[config.mk]
export PLATFORM = sky130hd
export DESIGN_NAME = execute_muldiv
export DESIGN_NICKNAME = d
export VERILOG_FILES = /design/src/rtl/execute_muldiv.sv
export SDC_FILE = /design/constraint.sdc
export NUM_CORES = 1
export LEC_CHECK = 0
export ABC_AREA = 1
export CAP_MARGIN = 10
export CORE_MARGIN = 10
export CORE_UTILIZATION = 54
export CTS_CLUSTER_DIAMETER = 200
export DETAILED_ROUTE_END_ITERATION = 6
export GPL_ROUTABILITY_DRIVEN = 1
export PLACE_DENSITY = 0.95
export SLEW_MARGIN = 20
export SYNTH_ARGS = -nofsm -noshare
export SYNTH_HDL_FRONTEND = slang
export SYNTH_SLANG_ARGS = --single-unit
[constraint.sdc]
create_clock -name i_clk -period 4.9 [get_ports i_clk]
set_input_delay 0.49 -clock i_clk [delete_from_list [all_inputs] [get_ports i_clk]]
set_output_delay 0.49 -clock i_clk [all_outputs]
set_load 0.01 [all_outputs]
[src/rtl/execute_muldiv.sv]
// Execute stage with E/M pipeline register and an iterative mul/div/rem unit.
// Optional feature macro: MULDIV_EN. When it is defined, the iterative unit and its
// FSM are built. When it is undefined, ops 100/101/110 complete in one cycle with
// result 0, and stall_e is tied low.
module execute_muldiv #(
    parameter int WIDTH    = 24,
    parameter int REG_BITS = 4
) (
    input  logic                i_clk,
    input  logic                i_rst,
    input  logic                i_valid_e,
    input  logic                i_flush_e,
    input  logic [2:0]          i_alu_control_e,
    input  logic [WIDTH-1:0]    i_src_a_e,
    input  logic [WIDTH-1:0]    i_src_b_e,
    input  logic [WIDTH-1:0]    i_write_data_e,
    input  logic [REG_BITS-1:0] i_write_register_e,
    input  logic                i_reg_write_e,
    input  logic                i_mem_write_e,
    input  logic                i_mem_to_reg_e,
    output logic                o_stall_e,
    output logic [WIDTH-1:0]    o_alu_result_m,
    output logic [WIDTH-1:0]    o_write_data_m,
    output logic [REG_BITS-1:0] o_write_register_m,
    output logic                o_reg_write_m,
    output logic                o_mem_write_m,
    output logic                o_mem_to_reg_m,
    output logic                o_div_by_zero_m
);
    logic [WIDTH-1:0]    w_single;
    logic [4:0]          w_shamt;
    logic                w_mc_done;
    logic [WIDTH-1:0]    w_mc_result;
    logic                w_mc_dbz;
    logic [WIDTH-1:0]    w_mc_wd;
    logic [REG_BITS-1:0] w_mc_wreg;
    logic                w_mc_rw;
    logic                w_mc_mw;
    logic                w_mc_m2r;

    assign w_shamt = i_src_b_e[4:0];

    // Single-cycle ALU. Ops 100/101/110 give 0 here; with the iterative unit they never take this path.
    always_comb begin
        w_single = '0;
        case (i_alu_control_e)
            3'b000: w_single = i_src_a_e + i_src_b_e;
            3'b001: w_single = i_src_a_e - i_src_b_e;
            3'b010: w_single = i_src_a_e & i_src_b_e;
            3'b011: w_single = i_src_a_e | i_src_b_e;
            3'b111: w_single = (int'(w_shamt) >= WIDTH) ? '0 : (i_src_a_e << w_shamt);
            default: w_single = '0;
        endcase
    end

`ifdef MULDIV_EN
    typedef enum logic [1:0] {S_IDLE, S_BUSY, S_DONE} state_t;
    localparam logic [WIDTH-1:0] LAST = WIDTH'(WIDTH - 1);

    state_t              r_state, w_next;
    logic [WIDTH-1:0]    r_count;
    logic [WIDTH-1:0]    r_acc;   // product accumulator / partial remainder
    logic [WIDTH-1:0]    r_opa;   // multiplicand (shifts left) / dividend becoming quotient
    logic [WIDTH-1:0]    r_opb;   // multiplier (shifts right) / divisor
    logic [2:0]          r_op;
    logic                r_dbz;
    logic [WIDTH-1:0]    r_wd;
    logic [REG_BITS-1:0] r_wreg;
    logic                r_rw, r_mw, r_m2r;
    logic                w_is_mc, w_start, w_b_zero;
    logic [WIDTH:0]      w_rem_sh, w_diff;

    assign w_is_mc  = i_alu_control_e[2] & ~(i_alu_control_e[1] & i_alu_control_e[0]);
    assign w_start  = (r_state == S_IDLE) & i_valid_e & w_is_mc & ~i_flush_e;
    assign w_b_zero = (i_src_b_e == '0) & (i_alu_control_e != 3'b100);
    assign w_rem_sh = {r_acc, r_opa[WIDTH-1]};
    assign w_diff   = w_rem_sh - {1'b0, r_opb};

    // State register
    always_ff @(posedge i_clk) begin
        if (i_rst) r_state <= S_IDLE;
        else       r_state <= w_next;
    end

    // Next-state logic; a flush aborts any in-flight operation
    always_comb begin
        w_next = r_state;
        case (r_state)
            S_IDLE: if (w_start) w_next = w_b_zero ? S_DONE : S_BUSY;
            S_BUSY: if (i_flush_e) w_next = S_IDLE;
                    else if (r_count == LAST) w_next = S_DONE;
            S_DONE: w_next = S_IDLE;
            default: w_next = S_IDLE;
        endcase
    end

    // Stall output: the starting cycle and all of BUSY, never while in reset
    always_comb begin
        o_stall_e = 1'b0;
        if (!i_rst) begin
            case (r_state)
                S_IDLE:  o_stall_e = w_start;
                S_BUSY:  o_stall_e = 1'b1;
                default: o_stall_e = 1'b0;
            endcase
        end
    end

    // Iterative datapath: one shift-add or restoring-divide step per BUSY cycle
    always_ff @(posedge i_clk) begin
        if (i_rst) begin
            r_count <= '0;
        end else if (w_start) begin
            r_count <= '0;
            r_op    <= i_alu_control_e;
            r_opb   <= i_src_b_e;
            r_dbz   <= w_b_zero;
            r_wd    <= i_write_data_e;
            r_wreg  <= i_write_register_e;
            r_rw    <= i_reg_write_e;
            r_mw    <= i_mem_write_e;
            r_m2r   <= i_mem_to_reg_e;
            // Divisor 0: quotient preloaded to all ones, remainder to the dividend
            r_acc   <= w_b_zero ? i_src_a_e : '0;
            r_opa   <= w_b_zero ? '1 : i_src_a_e;
        end else if (r_state == S_BUSY) begin
            r_count <= r_count + 1'b1;
            if (r_op == 3'b100) begin
                r_acc <= r_acc + (r_opb[0] ? r_opa : '0);
                r_opa <= r_opa << 1;
                r_opb <= r_opb >> 1;
            end else if (!w_diff[WIDTH]) begin
                r_acc <= w_diff[WIDTH-1:0];
                r_opa <= {r_opa[WIDTH-2:0], 1'b1};
            end else begin
                r_acc <= w_rem_sh[WIDTH-1:0];
                r_opa <= {r_opa[WIDTH-2:0], 1'b0};
            end
        end
    end

    assign w_mc_done   = (r_state == S_DONE);
    assign w_mc_result = (r_op == 3'b101) ? r_opa : r_acc;
    assign w_mc_dbz    = r_dbz;
    assign w_mc_wd     = r_wd;
    assign w_mc_wreg   = r_wreg;
    assign w_mc_rw     = r_rw;
    assign w_mc_mw     = r_mw;
    assign w_mc_m2r    = r_m2r;
`else
    assign o_stall_e   = 1'b0;
    assign w_mc_done   = 1'b0;
    assign w_mc_result = '0;
    assign w_mc_dbz    = 1'b0;
    assign w_mc_wd     = '0;
    assign w_mc_wreg   = '0;
    assign w_mc_rw     = 1'b0;
    assign w_mc_mw     = 1'b0;
    assign w_mc_m2r    = 1'b0;
`endif

    // E/M register: bubble on stall/flush/invalid, iterative result in DONE, else ALU result
    always_ff @(posedge i_clk) begin
        if (i_rst || o_stall_e || i_flush_e || !i_valid_e) begin
            o_alu_result_m     <= '0;
            o_write_data_m     <= '0;
            o_write_register_m <= '0;
            o_reg_write_m      <= 1'b0;
            o_mem_write_m      <= 1'b0;
            o_mem_to_reg_m     <= 1'b0;
            o_div_by_zero_m    <= 1'b0;
        end else if (w_mc_done) begin
            o_alu_result_m     <= w_mc_result;
            o_write_data_m     <= w_mc_wd;
            o_write_register_m <= w_mc_wreg;
            o_reg_write_m      <= w_mc_rw;
            o_mem_write_m      <= w_mc_mw;
            o_mem_to_reg_m     <= w_mc_m2r;
            o_div_by_zero_m    <= w_mc_dbz;
        end else begin
            o_alu_result_m     <= w_single;
            o_write_data_m     <= i_write_data_e;
            o_write_register_m <= i_write_register_e;
            o_reg_write_m      <= i_reg_write_e;
            o_mem_write_m      <= i_mem_write_e;
            o_mem_to_reg_m     <= i_mem_to_reg_e;
            o_div_by_zero_m    <= 1'b0;
        end
    end
endmodule

# After elaboration in Yosys (flattened, before gate mapping)
# Index checks and enable logic that the tools add are counted.
# totals
inputBits	86
output_inout_bits	57
regBits	55
word_cells	22
# classes
muxes	2
n_bitwise	2
reduce_logical	4
n_lt_le_gt_ge	1
n_addsub	2
n_eq_ne	4
shifts	1
# op_table
op	n
$pmux 24 s5	1
$add 24x24->24	1
$and 24x24->24	1
$mux 24	1
$or 24x24->24	1
$shl 24x5->24	1
$sub 24x24->24	1
$eq 3x2->1 const B	2
$ge 5x5->1 const B	1
$eq 3x1->1 const B	1
$eq 3x3->1 const B	1
$logic_not 3->1	1
$logic_or 1x1->1	2
$logic_not 1->1	1

# Longest topological paths before layout
# Gate-level depths: netlist of the first run.
# logic_depth
depth_word	3
mapped_depth	22
depth_no_buf	20

# Worst setup path before layout of the first run
# Ideal clock, no wire load.
# synth_timing
kind	input -> register
from	in i_src_b_e[1]
to	reg o_alu_result_m[11]
path_buffers	1
required_ns	4.768
cell_stages	16
path_slack_ns	1.815
setup_ns	0.132
t_arrival_ns	2.952
path_cell_list	inv_1 clkbuf_1 ha_1 nand3_2 o21ai_0 o21ai_0 xor2_1 inv_1 ha_1 nand2_1 nor2_1 and2_1 a21oi_1 or2_2 nand2_1 a21oi_1
# synth_between
elab_chain_cells	3
word_cells_on_any_way	6
classes_between	add/sub (2); order compare (1); shift (1); mux (2)
# synth_lines
element	line	text
start: declaration	15	input logic [WIDTH-1:0] i_src_b_e,
branches (longest 2 deep; another with $sub 24x24->24)	n/a	
$pmux 24 s5 *	46	case (i_alu_control_e)
end signal: assignment	173	o_alu_result_m <= w_mc_result;
end signal: assignment	181	o_alu_result_m <= w_single;
end: declaration	22	output logic [WIDTH-1:0] o_alu_result_m,
# Mark *: on every way between the ends.
# A chain may end at the register's enable or synchronous reset.

# Worst setup path in the final report of the first run
# layout_timing
from	in i_src_b_e[1]
to	reg o_alu_result_m[19]
# The elaborated chain is that of the path after synthesis.

==> metrics, run 1 <==
status complete, no violations; Die Y 121 um; top-level I/O count 143; Levels on crit path 17; Post-Synth XOR/XNOR Area 3.34%; drt pass-1 iters 6; max frequency 274 MHz; Top delay family on crit path simple AND/OR/NAND/NOR gates; Async SR Flop Fraction 0%; fill count 885; max-slew violation count 0; GRT overflow 0; Area contributors post-synth dfxtp_1, nand2_1, nand3_1; Cell Area, Synth 5510 um^2; mux cell area share after synthesis 0%; H-tree Lvls 2; CTS tree done; row count 36; NetSw 0.000535 W; Pint 0.000792 W; die area 14700 um^2; Flop pwr share 34.8%; simple-gate area share of the yosys netlist 42.9%; Worst Setup Path Type primary input to flop; CP Cell Sequence clkdlybuf4s50_1 -> inv_1 -> ha_1 -> nand3_2 -> nor3_1 -> a41oi_1 -> xor2_1 -> ha_1 -> nand2_1 -> nor2_1 -> inv_1 -> nor2_1 -> nand3_1 -> nand3_1 -> nand2_1 -> nand3_1 -> a21oi_1; setup TNS 0 ns; vias 6775; CP bufs+invs 3; initial antenna violation count 0; Starting DRT DRC Count 830; worst-path maximum fanout 11; crit share post-route 74.4%; sw frac 40.3%; area delta synth->final 28.5%; top_reg_cell synth dfxtp_1; post-synth cell types 47; Syn Area/Cell 5.72 um^2; routed len/inst 17.1 um; Slowest cell on crit path clkdlybuf4s50_1; post_cts resized 0; postcts setup bufs 0; Arr. time, crit path 3.82 ns; P_leak 3.49 nW; hold crit path type primary input to flop; Max clock buf depth 2; first-pass GRT wire length 33.9 mm; chip width 121 um; Final Hold Fails 0; CTS Sinks 55; CTS Root Cell clkbuf_8; largest net degree at the start of global routing 52; Worst EP required 5.08 ns; Final min period 3.64 ns; Hold Crit Start i_mem_to_reg_e; Antenna Cells 0; largest family of logic cells by synthesized area simple AND/OR/NAND/NOR gates; Startpoint Class primary input; GPL Wtd Cong 1.04; Clk pwr share 20.1%; Hold Path Cell Cnt 3; Initial Util 55.9%; Adder-Cell Fraction of Synth Area 6.49%; CP max stage delay 0.65 ns; Peak supply drop 0.128 mV; count of final setup violators 0; cts-stage hold buffer count 0; antenna viol nets, final 0; number of enable flip-flop cells after synthesis 0; Routed WL 21.0 mm; Nets 1206; Synth area leader dfxtp_1; Placed Area 6990 um^2; RSZ-0062 raised after global routing false; final worst slack 1.26 ns; Final Cell Area 7080 um^2; Placed Instances 1218; Synth Area in Compound Gates 14.0%; power per cell area 187 nW/um^2; post-place setup slack 1.05 ns; # DRC 0; number of synthesized register bits 55; Finished Layout Cells 1226; max_cap viols 0; drt via density 5.53; Ys Warns 0; Worst Setup SP i_src_b_e[1]; Worst-Margin Slew 0.945 ns; placed wire-length estimate 17.3 mm; combinational share of power 45.1%; Synth top area share 20.0%; total CTS buffers 5; register area share after synthesis 20.0%; clock-pin slew on the worst setup and hold paths 0.11 ns; GRT Util Overall 28.4%; cells after synthesis 964; core area 9860 um^2; IO buf count 140; Critical Path Sink Type flop; Slew headroom 36.8%; proportion of layout cells with a drive suffix above 1 4.39%; vias in the first global route 6415; Most common cell on crit path nand3_1
==> worst min-delay path, stage by stage <==
cell and delay [ns]:
clkdlybuf4s50_1 0.40, inv_1 0.05, nor2_1 0.03
==> worst paths after layout <==
check / to / slack [ns]
setup / recovery: o_alu_result_m[19] / 1.26
hold / removal: o_mem_to_reg_m / 0.68
==> layer usage <==
metal | routed length (um) | share of wire, % | track usage [%] | vias to the layer above
li1 | - | - | - | 3345
met1 | 8540 | 41 | 35.5 | 2922
met2 | 8930 | 43 | 44.6 | 447
met3 | 2600 | 12 | 7.63 | 61
met4 | 892 | 4.3 | 12.9 | 0
met5 | 0 | 0 | 0 | -
==> state kept, by name, summed over array words and instances, names as in the netlist <==
register	cells
o_write_register_m	4
o_alu_result_m	24
o_mem_to_reg_m	1
o_write_data_m	24
o_reg_write_m	1
o_mem_write_m	1
==> cell usage after synthesis (4+ instances only) <==
library cell	n
nand2_2	4
nor2_1	108
nor3_1	4
o211ai_1	4
nor4_1	4
or2_2	5
nor2_4	5
buf_4	6
ha_1	27
nand3b_1	4
inv_2	7
nand4_1	5
nand2_1	249
dfxtp_1	55
xnor2_1	6
a21oi_1	58
buf_2	10
o21bai_1	4
xor2_1	15
o21ai_0	49
a31oi_1	5
clkbuf_1	8
nand3_1	142
inv_1	146
nor2_2	4
==> cell usage in the layout (no fill, tap or decap), types with 2 or more instances in the layout <==
master / instances
nand2_1: 248
inv_1: 146
nand3_1: 142
clkdlybuf4s50_1: 140
nor2_1: 108
a21oi_1: 58
dfxtp_1: 55
o21ai_0: 49
ha_1: 27
xor2_1: 15
inv_2: 7
xnor2_1: 6
buf_4: 6
nand2_2: 5
nor2_4: 5
a31oi_1: 5
or2_2: 5
nand4_1: 5
clkbuf_8: 5
nor4_1: 4
nor2_2: 4
nor3_1: 4
o211ai_1: 4
o21bai_1: 4
nand3b_1: 4
o21ai_1: 3
a41oi_1: 3
and2_1: 3
o22ai_1: 2
conb_1: 2
clkinv_4: 2
==> final cells by class <==
type / count / area, um^2 / area share (%)
tap: 133 / 166 / 2.35
clock buffer: 5 / 68.8 / 0.972
sequential: 55 / 1100 / 15.5
clock inverter: 3 / 28.8 / 0.406
timing repair buffer: 146 / 1450 / 20.4
multi-input combinational: 730 / 3690 / 52.1
inverter: 154 / 581 / 8.20
==> power by group through the flow <==
stage	Sequential [W]	Clock, W	Combinational (W)
final	0.000462	0.000267	0.000598
after global routing	0.000463	0.000290	0.000663
after floorplan	0.000479	0	0.000353
after CTS	0.000462	0.000273	0.000583
after global placement	0.000472	0	0.000575
after detailed placement	0.000472	0	0.000579
==> stage by stage <==
stage / hold slack (ns) / util [%] / power [W]
final: 0.678 / 71.8 / 0.00133
after global routing: 0.672 / 71.8 / 0.00142
after CTS: 0.668 / 71.8 / 0.00132
after detailed placement: 1.02 / 70.8 / 0.00105
after global placement: 1.01 / 70.8 / 0.00105
after floorplan: 0.602 / - / 0.000831
==> cell families after synthesis <==
kind of cell    Yosys count
xor+xnor                 21
compound gates          137
fa+ha+maj                28
simple gates            542
other cells               1
buf+inv                 180
flops                    55
(Power assumes the default switching activity.)
==> run 2: changes to the inputs <==
Settings changed: CORE_UTILIZATION 54 to 46, PLACE_DENSITY 0.95 to 0.9.
Clock period 4.9 ns to 3.2 ns, I/O delays scaled along.
==> run 2 against run 1 <==
First-iteration DRC count is 8.2% lower. Worst hold slack worse by 0.14 ns. Clock power is 110% higher. Sequential share of layout area is 1.1 points lower. Non-clock buffer count is 54 higher. Sequential power is 53% higher. Die area is 14% higher. Combinational power is 67% higher. Cell count is 5.2% higher.
==> metrics, run 2 (synthesis results as in run 1) <==
status complete, no violations; Clk pwr share 25.1% (+5.0 points); fill count 1068 (+21%); Arr. time, crit path 3.26 ns (-0.56 ns); Top delay family on crit path simple AND/OR/NAND/NOR gates; final worst slack 0.177 ns (-1.08 ns); count of final setup violators 0 (unchanged); post-place setup slack -0.173 ns (-1.22 ns); Worst Setup Path Type primary input to flop; met3 Track Usage GR 5.55% (-2.1 points); H-tree Lvls 2 (unchanged); vias in the first global route 6278 (-2.1%); CP Cell Sequence clkdlybuf4s50_1 -> inv_4 -> ha_1 -> nand3_4 -> o31ai_4 -> o21ai_1 -> xor2_1 -> ha_1 -> nand2_2 -> nor2_2 -> inv_1 -> nor2_1 -> nand3_1 -> nand4_1 -> nand3_1 -> a21oi_1; drt via density 5.43 (-1.7%); CTS tree done; met2 Use GR 38.0% (-6.6 points); proportion of layout cells with a drive suffix above 1 9.85% (+5.5 points); CP bufs+invs 3 (unchanged); Peak supply drop 0.221 mV (+73%); clock-pin slew on the worst setup and hold paths 0.08 ns (-0.03 ns); sw frac 37.6% (-2.7 points); worst-path maximum fanout 5 (-6); vias 7006 (+3.4%); combinational share of power 43.8% (-1.3 points); Flop pwr share 31.0% (-3.8 points); CTS Sinks 55 (unchanged); Die Y 129 um (+7.0%); Slowest cell on crit path clkdlybuf4s50_1; routed len/inst 16.1 um (-5.6%); Pint 0.00142 W (+80%); commonest non-fill, non-tap cell in the layout nand2_1; CP max stage delay 0.47 ns (-0.18 ns); Max clock buf depth 2 (unchanged); Initial Util 47.7% (-8.2 points); GRT Util Overall 23.9% (-4.5 points); initial antenna violation count 0 (unchanged); hold crit path type primary input to flop; commonest non-fill, non-tap cells in the layout nand2_1, inv_1, nand3_1, clkdlybuf4s50_1, nor2_1; largest net degree at the start of global routing 32 (-38%); Antenna Cells 0 (unchanged); chip width 129 um (+7.0%); crit share post-route 94.5%; GPL Wtd Cong 1.04 (-0.50%); busiest grt layer met2; power per cell area 299 nW/um^2 (+59%); die area 16800 um^2 (+14%); first-pass GRT wire length 32.2 mm (-5.0%); core area 11600 um^2 (+17%); postcts setup bufs 0 (unchanged); RSZ-0062 raised after global routing true; GRT overflow 0 (unchanged); NetSw 0.000856 W (+60%); drt pass-1 iters 6 (unchanged); met1 Track Usage GR 30.3% (-5.3 points); Final min period 3.02 ns; max frequency 331 MHz; Starting DRT DRC Count 762 (-8.2%); top flop regs o_alu_result_m: 24 flops, o_write_data_m: 24 flops, o_write_register_m: 4 flops; Startpoint Class primary input; IO buf count 140 (unchanged); Worst EP required 3.43 ns (-1.65 ns); total CTS buffers 5 (unchanged); Slew headroom 57.3% (+21 points); area delta synth->final 38.3%; Nets 1260 (+4.5%); placed wire-length estimate 17.3 mm (+0.39%); Critical Path Sink Type flop; Hold Crit Start i_write_data_e[21]; Final Hold Fails 0 (unchanged); top-level I/O count 143 (unchanged); Routed WL 20.8 mm (-0.69%); CTS Root Cell clkbuf_16; antenna viol nets, final 0 (unchanged); P_leak 3.80 nW (+8.8%); Worst Setup SP i_src_b_e[0]; setup TNS 0 ns (unchanged); Worst-Margin Slew 0.639 ns (-0.307 ns); max-slew violation count 0 (unchanged); # DRC 0 (unchanged); row count 39 (+8.3%); max_cap viols 0 (unchanged)
## run 2: cell types whose count changed in the layout (fill, tap and decap cells not counted), moves of 2 or more
cell / change
buf_4: +52
clkbuf_16: +5
clkbuf_8: -5
nand2_1: -2
nand2_2: +2
nor2_1: -7
nor2_2: +7
## run 2: routing by layer
metal	vias up	part of all wire, %
met5	-	0
met4	0	5.0
met3	75	12
met2	466	42
met1	3016	42
li1	3449	-
## run 2: worst min-delay path, delay by kind of cell
kind	cells	cell delay, ns
buffers and inverters	2	0.44
and+or+nand+nor	1	0.03
## run 2: worst paths after layout
path,to,depth (start not counted)
max,o_alu_result_m[19],16
min,o_write_data_m[21],3
## run 2: power by group through the flow
stage	combinational, W	clock (W)	sequential [W]
finish	0.000999	0.000573	0.000707
global route	0.00110	0.000605	0.000709
CTS	0.000970	0.000584	0.000707
detailed placement	0.000963	0	0.000723
global placement	0.000950	0	0.000723
floorplan	0.000540	0	0.000733
## run 2: repair_timing
item | in CTS | in global routing
setup endpoints to repair | 0 | 11
resized for setup | 0 | 15
hold buffers | 0 | 0
## run 2: final cells by class
class	count	area, um^2	area share [%]
Timing Repair Buffer	200	1870	24.5
Multi-Input combinational cell	730	3740	49.0
Clock buffer	5	125	1.64
Inverter	154	581	7.61
Sequential cell	55	1100	14.4
Clock inverter	3	33.8	0.443
Tap cell	143	179	2.35
## run 2: per-stage QoR
stage | cell area (um^2) | std cells | hold slack, ns | power [W] | util (%)
after floorplan | 5520 | 965 | 0.432 | 0.00127 | -
after global placement | 7420 | 1282 | 0.844 | 0.00167 | 64.1
after detailed placement | 7420 | 1282 | 0.849 | 0.00169 | 64.1
after CTS | 7570 | 1290 | 0.527 | 0.00226 | 65.5
after global routing | 7630 | 1290 | 0.534 | 0.00242 | 66.0
final | 7630 | 1290 | 0.534 | 0.00228 | 66.0
